`src/rtl/west_port_arbiter.sv`:
```
// west_port_arbiter: round-robin east/local arbiter with dx check and credit flow control toward the west link
module west_port_arbiter #(
    parameter int CREDITS = 4
) (
    input  logic        clk,
    input  logic        rst,
    input  logic [15:0] east_pkt,
    input  logic        east_valid,
    output logic        east_ready,
    input  logic [15:0] local_pkt,
    input  logic        local_valid,
    output logic        local_ready,
    output logic [15:0] west_pkt,
    output logic        west_valid,
    input  logic        credit_in,
    output logic [2:0]  credit_cnt,
    output logic        err_dx,
    output logic        err_credit
);
    localparam logic [2:0] MAX = 3'(CREDITS);
    logic        last_east;
    logic        eligible;
    logic        accept;
    logic        legal;
    logic        full;
    logic [15:0] pkt;
    always_comb begin
        eligible    = !rst && credit_cnt != 3'd0;
        east_ready  = eligible && east_valid && (!local_valid || !last_east);
        local_ready = eligible && local_valid && !east_ready;
        accept      = east_ready || local_ready;
        pkt         = east_ready ? east_pkt : local_pkt;
        legal       = accept && pkt[15];
        full        = credit_cnt == MAX;
    end
    always_ff @(posedge clk) begin
        if (rst) begin
            credit_cnt <= MAX;
            last_east  <= 1'b0;
            west_pkt   <= 16'h0000;
            west_valid <= 1'b0;
            err_dx     <= 1'b0;
            err_credit <= 1'b0;
        end else begin
            west_valid <= legal;
            err_dx     <= accept && !legal;
            err_credit <= credit_in && !legal && full;
            if (legal) west_pkt <= {pkt[15:12] + 4'd1, pkt[11:0]};
            if (accept) last_east <= east_ready;
            if (!(credit_in && !legal && full)) credit_cnt <= credit_cnt + 3'(credit_in) - 3'(legal);
        end
    end
endmodule

```
`config.mk`:
```
export PLATFORM = sky130hd
export DESIGN_NAME = west_port_arbiter
export DESIGN_NICKNAME = d
export VERILOG_FILES = /design/src/rtl/west_port_arbiter.sv
export SDC_FILE = /design/constraint.sdc
export NUM_CORES = 1
export LEC_CHECK = 0
export BUFFER_PORTS_ARGS = -buffer_cell sky130_fd_sc_hd__buf_2
export CORE_MARGIN = 1.5
export CORE_UTILIZATION = 45
export DETAILED_ROUTE_END_ITERATION = 10
export GPL_TIMING_DRIVEN = 0
export PLACE_DENSITY = 0.76
export SLEW_MARGIN = 20
export SYNTH_ARGS = -nofsm -noshare
export SYNTH_HDL_FRONTEND = slang
export SYNTH_SLANG_ARGS = --single-unit
```
`constraint.sdc`:
```
create_clock -name clk -period 4.3 [get_ports clk]
set_input_delay 0.43 -clock clk [delete_from_list [all_inputs] [get_ports clk]]
set_output_delay 0.43 -clock clk [all_outputs]
set_load 0.02 [all_outputs]
```
# Word level (Yosys, flattened, before mapping)
# Cells that the tools add are included.
totals:
  reg_bits: 23
  in_bits: 37
  output_inout_bits: 24
classes:
  addsub: 3
  n_eq_ne: 1
  mux: 1
  reduce_logical: 17
ops:
  columns: ["op", "count"]
  rows:
  - ["$mux 16", 1]
  - ["$logic_and 1x1->1", 9]
  - ["$logic_not 1->1", 5]
  - ["$add 4x1->4 const B", 1]
  - ["$add 3x1->3", 1]
  - ["$eq 3x3->1 const B", 1]
  - ["$reduce_bool 3->1", 1]
  - ["$sub 3x1->3", 1]
  - ["$logic_or 1x1->1", 2]

# Longest topological paths before layout
# Gate-level depths: netlist of the first run.
depth:
  word_depth: 11
  depth_mapped: 12

# Worst setup path before layout of the first run
# OpenSTA, ideal clock, no wires.
synth_path:
  path_type: "reg-to-reg"
  from: "reg credit_cnt[1]"
  to: "reg credit_cnt[2]"
  setup_ps: 124
  arrival_time_ps: 2509
  t_required_ps: 4176
  slack_ps: 1667
  path_stages_with_launch: 13
  n_path_buf: 1
  cell_sequence: "dfxtp_1 -> or3_1 -> nand2_1 -> nor2_1 -> buf_6 -> ha_1 -> inv_1 -> ha_1 -> inv_1 -> fa_1 -> xor2_1 -> xnor2_1 -> nand2_1"
synth_via:
  elab_chain_len: 11
  word_cells_on_any_way: 16
  classes_between: "2 x add/sub; 1 x eq/ne; 1 x mux; 12 x reduce/logical"
synth_lines:
  columns: ["element", "line_no", "text"]
  rows:
  - ["start, declared", "16", "output logic [2:0] credit_cnt,"]
  - ["start signal, assigned", "50", "if (!(credit_in && !legal && full)) credit_cnt <= credit_cnt + 3'(credit_in) - 3'(legal);"]
  - ["$reduce_bool 3->1 (*)", "28", "eligible = !rst && credit_cnt != 3'd0;"]
  - ["$logic_and 1x1->1 (*)", "28", null]
  - ["$logic_and 1x1->1 (2 in series)", "29", "east_ready = eligible && east_valid && (!local_valid || !last_east);"]
  - ["$logic_not 1->1", "30", "local_ready = eligible && local_valid && !east_ready;"]
  - ["$logic_and 1x1->1", "30", null]
  - ["$logic_or 1x1->1", "31", "accept = east_ready || local_ready;"]
  - ["$logic_and 1x1->1 (*)", "33", "legal = accept && pkt[15];"]
  - ["net legal", "24", "logic legal;"]
  - ["parallel branches: the longest is 3 deep, another holds $sub 3x1->3", null, null]
# Mark *: on every way through the listed nets, which the timed path passes.
# A chain may end at the register's enable or synchronous reset.

# Final worst setup path of the first run
layout_path:
  from: "reg credit_cnt[2]"
  to: "reg credit_cnt[2]"
# The elaborated chain is that of the path after synthesis.

==> flow_summary_export.csv, run 1 <==
group,metric,value,unit
synthesis,syn-cell-area,0.00123,mm²
worst_setup_path,end_kind,"register",
worst_setup_path,crit_family,"simple AND/OR/NAND/NOR gates",
clocking,cts_made_buffers,3,
placement,io_buffers,60,
floorplanning,start_util,48.5,%
placement,gp_congestion,0.823,
sta,post-route-period-util,66.4,%
min_path,min_path_type,"in -> reg",
sta,maxSlewViolCount,0,
synthesis,synth.area.top_cells,"dfxtp_1, mux2i_1, a21oi_1",
sta,slew_headroom,64.2,%
floorplanning,ios,61,
cells_and_area,nFillCells,233,
synthesis,syn-mean-instance-area,9.96,µm²
worst_setup_path,crit_buf_inv,3,
sta,period_minus_slack,2850,ps
drt,ant_nets,0,
cells_and_area,diodes,0,
synthesis,ys.warnings.count,0,
pwr,power_leakage,0.736,nW
global_routing,grt.total_usage,20.6,%
sta,hold_viol,0,
clocking,cts.sinks,23,
clocking,hold_buffers,0,
worst_setup_path,worstSetupPathType,"reg -> reg",
global_routing,first_global_vias,1183,
global_routing,antenna_found_initial,0,
synthesis,synthCells,124,
sta,clock.fmax,350,MHz
drt,viasPerCell,5.53,
sta,worstMarginPinSlew,536,ps
synthesis,synth_nets,165,
worst_setup_path,crit_path_start_kind,"register",
floorplanning,core,0.00254,mm²
drt,drc_errors,0,
floorplanning,rows,18,
synthesis,ys_ff_latch,23,
synthesis,yosysTopAreaCell,"dfxtp_1",
synthesis,synth_top_area_share,37.3,%
worst_setup_path,cp_cell_sequence,"or3_1 -> nand2_1 -> nor2_1 -> buf_6 -> ha_1 -> inv_1 -> ha_1 -> inv_1 -> fa_1 -> xor2_1 -> xnor2_1 -> nand2_1",
synthesis,ys_types,41,
cells_and_area,syn2layout_area_growth,29.5,%
job,cap_violations,0,
worst_setup_path,critPathRequiredTime,4520,ps
worst_setup_path,slowest_stage,"dfxtp_1",
global_routing,grt_max_degree,13,
sta,grt_setup_unrepaired,"no",
sta,skew,2.10,ps
clocking,post_cts_buffers,0,
drt,maxUsedRoutingLayer,"met4",
drt,firstDrtPassIters,4,
worst_setup_path,max_stage_delay,480,ps
placement,dpl_worst_slack,1320,ps
cells_and_area,final_layout_size_suffix_gt1_share,43.1,%
drt,wl,3.12,mm
drt,wl_met3,180,µm
sta,tns,0,ps
worst_setup_path,arrival,3070,ps
clocking,clock_latency,310,ps
worst_setup_path,path_max_fanout,10,
clocking,clk_pin_slew_worst_paths,130,ps
floorplanning,dieHeight,55.4,µm
pwr,ir_worst_vdd,214,µV
drt,wl_per_cell,14.3,µm
sta,setup_viol,0,
global_routing,gr-total-overflow,0,
clocking,cts_buffer_depth,2,
drt,met1_length,1.42,mm
cells_and_area,final_nets,230,
sta,setup_ws,1450,ps
status,outcome,"completed",
global_routing,grt_pass1_wl,5.15,mm
clocking,clockRootBuffer,"clkbuf_4",
drt,vias,1206,
pwr,power_density,399,mW/mm²
drt,wl_met2,1.48,mm
synthesis,ys_seq_area_share,37.3,%
clocking,h-tree-depth,1,
sta,holdWs,415,ps
floorplanning,dieWidth,55.4,µm
clocking,cts_tree,"yes",
floorplanning,dieArea,0.00307,mm²
placement,place_hpwl,2.46,mm
drt,drt_iter0_drc,22,
clocking,cts-resized-gates,0,
cell type report:
type                            count  area [µm²]  area share (%)
Clock buffer                        4        26.3            1.64
Tap cell                           30        37.5            2.35
Sequential cell                    23         460            28.8
Multi-Input combinational cell     89         691            43.2
Timing Repair Buffer               60         300            18.8
Buffer                              6        61.3            3.83
Inverter                            6        22.5            1.41
power breakdown:
part           leakage (nW)  internal, mW  switching (mW)  total [mW]
sequential            0.189         0.246          0.0263       0.272
clock                0.0150        0.0363          0.0678       0.104
combinational         0.532         0.108           0.154       0.262
total                 0.736         0.391           0.248       0.638
worst min-delay path: stages:
cell     delay, ps
buf_2          120
nand3_1        100
nor3_1          50
cells in the mapped netlist, drive strengths merged:
master,count
dfxtp,23
a21oi,15
a211oi,12
mux2i,12
inv,6
buf,5
nand3,5
nor2,5
nand2,4
o21ai,4
ha,3
nor3,3
a31o,2
and2,2
nand4,2
a21bo,1
a21boi,1
a21o,1
a31oi,1
a32o,1
a32oi,1
a41oi,1
dlygate4sd1,1
fa,1
mux2,1
nand2b,1
nor2b,1
nor4,1
o2111ai,1
o211a,1
o22ai,1
o31ai,1
or3,1
or4,1
xnor2,1
xor2,1
cell usage in the layout (no fill, tap or decap), types with 3 or more instances in the layout:
| master | synthesis | final |
|---|---|---|
| clkbuf_4 | 0 | 3 |
| nand2_1 | 4 | 4 |
| nor2_1 | 5 | 5 |
| nand3_1 | 5 | 5 |
| ha_1 | 3 | 3 |
| a211oi_2 | 5 | 5 |
| dfxtp_1 | 23 | 23 |
| inv_1 | 6 | 6 |
| buf_2 | 0 | 60 |
| o21ai_0 | 4 | 4 |
| mux2i_1 | 12 | 12 |
| a21oi_1 | 15 | 15 |
| a211oi_1 | 7 | 7 |
worst paths after layout:
path / startpoint / endpoint / slack (ps) / depth (start not counted)
worst max-delay path: credit_cnt[2] / credit_cnt[2] / 1450 / 12
worst min-delay path: credit_in / err_credit / 410 / 3
worst max register to register: credit_cnt[2] / credit_cnt[2] / 1450 / 12
worst min register to register: west_pkt[13] / west_pkt[13] / 480 / 2
sequential cells by signal (all words and copies together) (netlist names):
register and flops:
credit_cnt 3, err_credit 1, err_dx 1, last_east 1
west_pkt 16, west_valid 1
cell families after synthesis:
| family | synth area share (%) |
|---|---|
| adders and majority gates | 4.66 |
| buffers and inverters | 6.79 |
| and+or+nand+nor | 12.0 |
| AOI/OAI and AO/OA | 27.3 |
| DFF | 37.3 |
| muxes | 10.6 |
| xor gates and xnor gates | 1.42 |
through the flow:
| stage | power, mW | cell area (µm²) | std cells | utilization (%) |
|---|---|---|---|---|
| CTS | 0.640 | 1600 | 218 | 62.8 |
| finish | 0.638 | 1600 | 218 | 62.8 |
| global placement | 0.526 | 1570 | 214 | 61.8 |
| detailed placement | 0.539 | 1570 | 214 | 61.8 |
| global route | 0.677 | 1600 | 218 | 62.8 |
| floorplan | 0.455 | 1230 | 124 | - |
routing by layer:
metal  up-vias  global-route usage [%]
li1        599                       -
met1       548                    27.0
met2        53                    34.2
met3         6                    3.75
met4         0                    6.62
met5         -                       0
(Power assumes the default switching activity.)
==> inputs of run 2 (changes only) <==
Settings changed: ABC_AREA set to 1, PLACE_DENSITY 0.76 to 0.75.
Clock period 4.3 ns to 2.77 ns, I/O delays scaled along.
==> run 2 against run 1 <==
Effect of this change: design area is 6.7% higher; critical path depth is 4 higher; die area is 6.0% higher; synthesized cell count is 61% higher; critical path type unchanged; fmax is 11% higher; via count is 8.3% higher; sequential share of layout area is 1.4 points lower.
==> flow_summary_export.csv, run 2 <==
group,metric,value,unit
sta,hold_viol,0,
placement,place_hpwl,2.15,mm
sta,period_minus_slack,2580,ps
sta,clock.fmax,388,MHz
placement,io_buffers,60,
worst_setup_path,rr_startpoint,"credit_cnt[1]",
drt,wl_per_cell,9.52,µm
pwr,clkPwrFrac,14.7,%
synthesis,synth-adder-area-share,4.38,%
worst_setup_path,worstReg2RegEnd,"credit_cnt[2]",
pwr,ir_worst_vdd,575,µV
floorplanning,dieHeight,57.0,µm
global_routing,first_global_vias,1077,
drt,drc_errors,0,
synthesis,synth_commonest_cells,"nand2_1, nor2_1, inv_1, dfxtp_1, nand2_2",
synthesis,yosysMostFrequentCell,"nand2_1",
cells_and_area,diodes,0,
clocking,clk_pin_slew_worst_paths,130,ps
synthesis,ys.warnings.count,0,
worst_setup_path,critPathRequiredTime,2980,ps
cells_and_area,nFillCells,271,
worst_setup_path,reg2reg_depth,16,
cells_and_area,regMostFlops,"west_pkt",
pwr,comb_power_share,46.4,%
global_routing,grt_pass1_wl,4.45,mm
global_routing,gr-total-overflow,0,
drt,viasPerCell,4.40,
cells_and_area,finalNonFillerCells,297,
clocking,cts_buffer_depth,2,
pwr,power_density,643,mW/mm²
synthesis,synth-async-reset-ratio,0,%
clocking,cts_made_buffers,3,
synthesis,synth_top_family_by_area,"simple AND/OR/NAND/NOR gates",
synthesis,syn-mean-instance-area,6.57,µm²
synthesis,synthCells,200,
worst_setup_path,r2r_slack,190,ps
drt,firstDrtPassIters,4,
synthesis,ys_ff_latch,23,
synthesis,synth-simple-area-share,43.8,%
sta,worstMarginPinSlew,409,ps
synthesis,synth.area.top_cells,"dfxtp_1, nand2_1, nor2_1",
global_routing,grt_max_degree,14,
pwr,p_sw_share,40.5,%
floorplanning,core,0.00276,mm²
synthesis,synth_edf_count,0,
floorplanning,dieWidth,57.0,µm
cells_and_area,final_nets,308,
synthesis,synth_top_area_share,35.0,%
synthesis,yosys-mux-area-fraction,0,%
sta,setup_viol,0,
drt,drt_iter0_drc,36,
clocking,cts.sinks,23,
floorplanning,start_util,47.6,%
floorplanning,dieArea,0.00325,mm²
cells_and_area,multi_input_area,677,µm²
global_routing,grt.total_usage,17.2,%
cells_and_area,final_layout_size_suffix_gt1_share,35.7,%
pwr,power.switching,444,µW
synthesis,synthXorXnorAreaFrac,1.33,%
cells_and_area,layout_common_cells,"nand2_1, buf_2, nor2_1, inv_1, dfxtp_1",
global_routing,antenna_found_initial,0,
worst_setup_path,crit_start,"credit_cnt[1]",
synthesis,syn-cell-area,0.00131,mm²
sta,tns,0,ps
pwr,p_int,654,µW
synthesis,synth_nets,241,
worst_setup_path,crit_path_start_kind,"register",
synthesis,yosysTopAreaCell,"dfxtp_1",
synthesis,ys_seq_area_share,35.0,%
cells_and_area,layout_commonest_cell,"nand2_1",
sta,slew_headroom,72.7,%
min_path,holdPathStages,2,
worst_setup_path,path_max_fanout,10,
synthesis,ys_types,25,
clocking,clockRootBuffer,"clkbuf_4",
cells_and_area,largest_registers,"west_pkt x16, credit_cnt x3",
pwr,power_leakage,1.05,nW
pwr,power_frac_seq,38.9,%
sta,maxSlewViolCount,0,
worst_setup_path,worstSetupPathType,"reg -> reg",
min_path,whs_endpoint,"err_credit",
placement,dp.cells,291,
cells_and_area,largest_register_ffs,16,
status,outcome,"completed",
floorplanning,ios,61,
job,cap_violations,0,
drt,ant_nets,0,
cells_and_area,syn2layout_area_growth,29.9,%
floorplanning,rows,19,
drt,vias,1306,
drt,wl,2.83,mm
synthesis,synth_flop_cell,"dfxtp_1",
synthesis,synth-compound-area-share,1.62,%
placement,gp_congestion,0.760,
clocking,clock_latency,320,ps
worst_setup_path,arrival,2790,ps
sta,post-route-period-util,93.0,%
clocking,cts_tree,"yes",
min_path,min_path_type,"in -> reg",
cells_and_area,seqCellArea,467,µm²
clocking,h-tree-depth,1,
worst_setup_path,end_kind,"register",
sta,skew,2.19,ps
min_path,min-delay-start,"rst",
==> run 2: cell types whose count changed in the layout (fill, tap and decap cells not counted), moves of 12 or more <==
| cell | change |
|---|---|
| nand2_1 | +67 |
| nor2_1 | +31 |
| inv_1 | +19 |
| a21oi_1 | -14 |
| mux2i_1 | -12 |
| nand2_2 | +12 |
==> run 2: worst max path at each step <==
stage	end	slack, ps	cells past startpoint
2_1_floorplan	credit_cnt[2]	200	16
3_3_place_gp	credit_cnt[2]	120	16
3_5_place_dp	credit_cnt[2]	100	16
4_1_cts	credit_cnt[2]	100	15
5_1_grt	credit_cnt[2]	-5	15
6_report	credit_cnt[2]	190	16
==> run 2: cell type report <==
cell class,instances,area share (%)
Multi-Input combinational cell,142,39.7
Sequential cell,23,27.3
Timing Repair Buffer,62,18.5
Inverter,27,6.23
Buffer,8,4.40
Tap cell,31,2.27
Clock buffer,3,1.32
Clock inverter,1,0.293
==> run 2: stage by stage <==
stage               hold WS (ps)  power [mW]  worst slack (ps)  util (%)  area, µm²
floorplan                    349       0.801               195         -       1310
global placement             452       0.931               125      59.9       1650
CTS                         99.6        1.10               102      60.9       1680
detailed placement           456       0.935              98.3      59.9       1650
global route                95.7        1.19             -4.99      61.9       1710
finish                       110        1.10               193      61.9       1710
==> run 2: cells by family (layout without fill, tap and decap cells) <==
family | after synthesis | in the layout
AND/OR/NAND/NOR | 134 | 134
AO/OA/AOI/OAI | 2 | 2
adder cells (fa/ha/maj) | 4 | 4
XOR/XNOR | 2 | 2
flip-flops | 23 | 23
buffers and inverters | 35 | 101
==> run 2: what timing repair did <==
| item | in CTS | in global routing |
|---|---|---|
| endpoints found under the hold margin | 0 | 0 |
| hold buffers | 0 | 0 |
| gates resized for setup | 0 | 5 |
| setup buffers | 0 | 2 |
| endpoints found under the setup margin | 0 | 1 |
==> run 2: routing by layer <==
metal | up-vias | GRT usage (%) | part of all wire [%]
met2 | 37 | 27.8 | 46
met1 | 539 | 23.2 | 47
met3 | 5 | 2.49 | 5.3
met4 | 0 | 6.98 | 1.6
met5 | - | 0 | 0
li1 | 725 | - | -
==> run 2: critical path, stage by stage (launching register included) <==
cell	delay, ps
dfxtp_4	400
nor2_2	50
nand2_2	120
nand3_2	120
nand2_1	90
nand2_2	80
nand2_2	100
buf_6	160
inv_2	60
ha_1	260
inv_1	50
ha_1	120
inv_1	50
fa_1	380
xnor2_1	150
xor2_1	130
nand3b_1	150
==> run 2: power groups by stage <==
| stage | logic [mW] | registers [mW] | clock network (mW) |
|---|---|---|---|
| floorplan | 0.303 | 0.498 | 0 |
| global placement | 0.502 | 0.429 | 0 |
| detailed placement | 0.504 | 0.431 | 0 |
| CTS | 0.508 | 0.423 | 0.167 |
| global route | 0.577 | 0.435 | 0.181 |
| finish | 0.509 | 0.427 | 0.162 |
